===== config.mk =====
export PLATFORM = sky130hd
export DESIGN_NAME = deser400_serpar_mc
export DESIGN_NICKNAME = d
export VERILOG_FILES = /design/src/rtl/deser400_pkg.sv /design/src/rtl/deser400_lane.sv /design/src/rtl/deser400_serpar_mc.sv
export SDC_FILE = /design/constraint.sdc
export NUM_CORES = 1
export LEC_CHECK = 0
export CORE_ASPECT_RATIO = 0.8
export CORE_UTILIZATION = 45
export CTS_BUF_LIST = sky130_fd_sc_hd__clkbuf_2
export CTS_CLUSTER_DIAMETER = 50
export DETAILED_ROUTE_END_ITERATION = 6
export PLACE_DENSITY = 0.69
export SLEW_MARGIN = 20
export SYNTH_ARGS = -nofsm -noshare
export SYNTH_HDL_FRONTEND = slang
export SYNTH_SLANG_ARGS = --single-unit

===== constraint.sdc =====
create_clock -name clk400 -period 3.5 [get_ports clk400]
set_input_delay 0.875 -clock clk400 [delete_from_list [all_inputs] [get_ports clk400]]
set_output_delay 0.875 -clock clk400 [all_outputs]
set_load 0.05 [all_outputs]

===== src/rtl/deser400_pkg.sv =====
// Shared types, default constants and width helper for the deser400 converter.
package deser400_pkg;

    typedef enum logic [1:0] {
        HUNT,
        CHECK,
        LOCKED
    } lane_state_t;

    localparam logic [15:0] SYNC_PATTERN_DEFAULT = 16'h7FFE;

    // Bits needed for a counter that must hold values 0..max_val.
    function automatic int cnt_width(input int max_val);
        return (max_val < 2) ? 1 : $clog2(max_val + 1);
    endfunction

endpackage


===== src/rtl/deser400_lane.sv =====
// One deser400 lane: shift register, bit counter, alignment FSM and word output.
// DESER400_ALIGN_EN selects sync-pattern alignment; otherwise the boundary is fixed at reset.
//
//   state  | meaning
//   HUNT   | sliding compare of every incoming word against the sync pattern
//   CHECK  | boundary found, confirming sync on each following word boundary
//   LOCKED | aligned, words emitted on boundaries while run is high
module deser400_lane
    import deser400_pkg::*;
#(
    parameter int               WIDTH        = 16,
    parameter logic [WIDTH-1:0] SYNC_PATTERN = WIDTH'(SYNC_PATTERN_DEFAULT),
    parameter int               LOCK_COUNT   = 3
) (
    input  logic             clk400,
    input  logic             reset,
    input  logic             run,
    input  logic             realign,
    input  logic             ser,
    output logic [WIDTH-1:0] par,
    output logic             write,
    output logic             locked
);

    localparam int            CW       = cnt_width(WIDTH - 1);
    localparam logic [CW-1:0] CNT_LAST = CW'(WIDTH - 1);

    logic [WIDTH-1:0] shreg_q, shreg_d;
    logic [WIDTH-1:0] par_q, par_d;
    logic [CW-1:0]    cnt_q, cnt_d;
    logic             write_q, write_d;
    logic [WIDTH-1:0] word;
    logic [CW-1:0]    cnt_inc;
    logic             boundary;

    assign word     = {shreg_q[WIDTH-2:0], ser};
    assign boundary = (cnt_q == CNT_LAST);
    assign cnt_inc  = boundary ? '0 : cnt_q + CW'(1);

    always_ff @(posedge clk400) begin
        if (reset) begin
            shreg_q <= '0;
            cnt_q   <= '0;
            par_q   <= '0;
            write_q <= 1'b0;
        end else begin
            shreg_q <= shreg_d;
            cnt_q   <= cnt_d;
            par_q   <= par_d;
            write_q <= write_d;
        end
    end

`ifdef DESER400_ALIGN_EN
    localparam int            MW         = cnt_width(LOCK_COUNT);
    localparam logic [MW-1:0] MATCH_LAST = MW'(LOCK_COUNT);

    lane_state_t   state_q, state_d;
    logic [MW-1:0] match_q, match_d;
    logic          sync_hit;

    assign sync_hit = (word == SYNC_PATTERN);

    always_comb begin
        shreg_d = word;
        cnt_d   = cnt_inc;
        state_d = state_q;
        match_d = match_q;
        par_d   = par_q;
        write_d = 1'b0;
        // realign overrides any boundary or sync match on the same edge
        if (realign) begin
            state_d = HUNT;
            cnt_d   = '0;
            match_d = '0;
        end else begin
            case (state_q)
                HUNT: begin
                    if (sync_hit) begin
                        cnt_d   = '0;
                        match_d = MW'(1);
                        state_d = (LOCK_COUNT == 1) ? LOCKED : CHECK;
                    end
                end
                CHECK: begin
                    if (boundary) begin
                        if (sync_hit) begin
                            match_d = match_q + MW'(1);
                            if (match_d == MATCH_LAST) state_d = LOCKED;
                        end else begin
                            match_d = '0;
                            state_d = HUNT;
                        end
                    end
                end
                LOCKED: begin
                    if (boundary && run) begin
                        par_d   = word;
                        write_d = 1'b1;
                    end
                end
                default: state_d = HUNT;
            endcase
        end
    end

    always_ff @(posedge clk400) begin
        if (reset) begin
            state_q <= HUNT;
            match_q <= '0;
        end else begin
            state_q <= state_d;
            match_q <= match_d;
        end
    end

    assign locked = (state_q == LOCKED);
`else
    logic locked_q, locked_d;
    logic unused_cfg;

    assign unused_cfg = &{1'b0, realign, SYNC_PATTERN, LOCK_COUNT[0]};

    always_comb begin
        shreg_d  = word;
        cnt_d    = cnt_inc;
        par_d    = par_q;
        write_d  = 1'b0;
        locked_d = 1'b1;
        if (boundary && run) begin
            par_d   = word;
            write_d = 1'b1;
        end
    end

    always_ff @(posedge clk400) begin
        if (reset) locked_q <= 1'b0;
        else       locked_q <= locked_d;
    end

    assign locked = locked_q;
`endif

    assign par   = par_q;
    assign write = write_q;

endmodule


===== src/rtl/deser400_serpar_mc.sv =====
// Multi-lane 400 MHz serial-to-parallel converter; one deser400_lane per serial input.
// Alignment behaviour is selected inside the lane by DESER400_ALIGN_EN.
module deser400_serpar_mc
    import deser400_pkg::*;
#(
    parameter int               CHANNELS     = 2,
    parameter int               WIDTH        = 16,
    parameter logic [WIDTH-1:0] SYNC_PATTERN = WIDTH'(SYNC_PATTERN_DEFAULT),
    parameter int               LOCK_COUNT   = 3
) (
    input  logic                      clk400,
    input  logic                      reset,
    input  logic                      run,
    input  logic                      realign,
    input  logic [CHANNELS-1:0]       ser,
    output logic [CHANNELS*WIDTH-1:0] par,
    output logic [CHANNELS-1:0]       write,
    output logic [CHANNELS-1:0]       locked
);

    for (genvar c = 0; c < CHANNELS; c++) begin : g_lane
        deser400_lane #(
            .WIDTH       (WIDTH),
            .SYNC_PATTERN(SYNC_PATTERN),
            .LOCK_COUNT  (LOCK_COUNT)
        ) u_lane (
            .clk400 (clk400),
            .reset  (reset),
            .run    (run),
            .realign(realign),
            .ser    (ser[c]),
            .par    (par[c*WIDTH +: WIDTH]),
            .write  (write[c]),
            .locked (locked[c])
        );
    end

endmodule


==> out/qor.csv <==
metric;value;unit
status;finished, violations left;
failing checks;DRC;
critical path, cell by cell;clkdlybuf4s50_1;
Num CTS Buffers;9;
post-CTS setup buffer count;0;
final setup fails;0;
IO buf count;40;
Ys Warns;0;
Synth cell types;26;
Longest Clk Path Bufs;2;
Req. time, crit path;2620;ps
Initial DRT Pass Iterations;6;
fin util;57.2;%
fin crit share;72.9;%
Total GRT Usage;14.8;%
Area Growth Syn to Fin;20.2;%
Startpoint Class;flip-flop;
Die Area;5690;sq um
worst skew pair latency;480;ps
commonest non-fill, non-tap cell in the layout;dfxtp_1;
critical setup path kind;reg -> out;
Residual DRC;4;
post_cts resized;0;
initial antenna violation count;0;
max cap viols;0;
CTS H-tree depth;3;
Worst path slowest cell;clkdlybuf4s50_1;
Reg power frac;60.8;%
Ports;42;
synthesized instance count;244;
clock share of power;36.2;%
total inserted antenna cells;0;
worst slew pin tran;898;ps
max-slew violation count;0;
Hold Fails Final Rpt;0;
Clock Sinks;73;
combinational share of power;3.0;%
Worst VDD drop;0.000266;V
die width;84.1;um
Max Clock Freq;392;MHz
RSZ-0062 raised after global routing;false;
fin area;2910;sq um
post-DP HPWL;2390;um
area leader, netlist;dfxtp_1;
Starting Density;47.6;%
remaining global-route overflow;0;
Nets;286;
Setup Skew;16.5;ps
largest cells by area after synthesis;dfxtp_1 (60%), nand2_1 (9.9%), nor2b_1 (8.0%);
CP Buf/Inv Count;1;
Switching Share;22.3;%
DR vias;1632;
CP Capture Type;output pin;
Synth top area share;60.3;%
Int Power;1.09;mW
Chip Height;67.6;um
layout cells sized above 1;11.0;%
vias in the first global route;1350;
Metal-1 WL;2010;um
DRT antenna net count;0;
initial drt markers;59;
commonest non-fill, non-tap cells in the layout;dfxtp_1 (73), nand2_1 (64), clkdlybuf4s50_1 (39), nor2b_1 (31), a21oi_1 (21);
biggest cell delay along the critical path;810;ps
Rows;23;
sw power;0.312;mW
register area share after synthesis;60.3;%
max layer used;met4;
Setup WS pre-CTS;1080;ps
syn avg cell area;9.93;sq um
Worst Hold Class;reg -> reg;
Worst path top cell family by delay;buffers and inverters;
Critical Path AT;1680;ps
CTS Hold Bufs;0;
WL met3;211;um
Synth Net Count;252;
first-pass GRT wire length;6220;um
maximum fanout along the worst path;2;
worst slew margin relative to its limit;40.1;%
Seq cells post-synth;73;
Power per Cell Area;481;nW/um^2
Clock Root Buffer;clkbuf_2;
DR WL met2;1620;um
GP Congestion;0.672;
TNS Setup;0;ps
DP Area;2780;sq um
largest net degree at the start of global routing;46;
core area;5090;sq um
routed len/inst;11.3;um
total power draw;1.40;mW
LEAKAGE;1.02;nW
clock slew at reported path FFs;180;ps
final worst slack;948;ps
minimum clock period;2550;ps
CTS tree;done;
Avg Vias per Cell;4.73;
final WL;3890;um
Mapped Area;2420;sq um
tightest hold or removal path, cell delays in order (launching register included):
cell and delay, ps:
dfxtp_1 330, nand2_1 50, a21oi_1 50
synthesized netlist by cell type, drive strengths merged:
| cell type | count |
|---|---|
| and4 | 2 |
| clkbuf | 6 |
| nor3 | 1 |
| nand4b | 1 |
| nor3b | 1 |
| a31oi | 2 |
| a311oi | 1 |
| xnor2 | 2 |
| and2 | 1 |
| buf | 12 |
| nor2b | 31 |
| nor2 | 4 |
| a21oi | 34 |
| dfxtp | 73 |
| and3 | 1 |
| ha | 2 |
| inv | 2 |
| o21ai | 1 |
| nand4 | 2 |
| a21o | 1 |
| nand2 | 64 |
routing by layer:
metal	up-vias	global-route usage, %
met5	-	0
met4	0	6.47
met3	7	8.19
met2	34	21.4
met1	743	18.2
li1	848	-
final timing paths:
| path | cells after the start | from | endpoint | slack, ps |
|---|---|---|---|---|
| worst max-delay path | 1 | g_lane[0].u_lane.par[1] | par[1] | 950 |
| worst min-delay path | 2 | g_lane[1].u_lane.shreg_q[14] | g_lane[1].u_lane.par[15] | 450 |
| worst max register to register | 4 | g_lane[0].u_lane.cnt_q[0] | g_lane[0].u_lane.par[15] | 1850 |
| worst min register to register | 2 | g_lane[1].u_lane.shreg_q[14] | g_lane[1].u_lane.par[15] | 450 |
power groups by stage:
stage	Clock, mW	Combinational [mW]	Sequential [mW]
after floorplan	0	0.0317	0.866
after global routing	0.563	0.0468	0.853
after CTS	0.525	0.0429	0.851
after global placement	0	0.0423	0.867
after detailed placement	0	0.0427	0.868
final	0.507	0.0426	0.851
cells by family (layout without fill, tap and decap cells):
group,Yosys count,in the layout,synth area share (%)
buffers and inverters,20,59,5.83
DFF,73,73,60.3
adders and majority gates,2,2,1.03
and+or+nand+nor,108,108,21.7
AOI/OAI and AO/OA,39,39,10.4
xor gates and xnor gates,2,2,0.723
cell type report:
type	instances	area, sq um
fill	466	2180
sequential	73	1460
multi-input combinational	151	821
timing repair buffer	41	415
clock inverter	7	85.1
tap	62	77.6
clock buffer	9	45.0
inverter	2	7.51
state kept, by name, summed over array words and instances (netlist names):
register	count
g_lane.u_lane.locked	1
g_lane.u_lane.par	32
g_lane.u_lane.shreg_q	30
g_lane.u_lane.cnt_q	8
g_lane.u_lane.write	2
stage by stage:
stage,std cells,hold slack [ps]
detailed placement,329,429
CTS,345,451
floorplan,244,417
global route,345,467
finish,345,446
global placement,329,420
(Power assumes the default switching activity.)
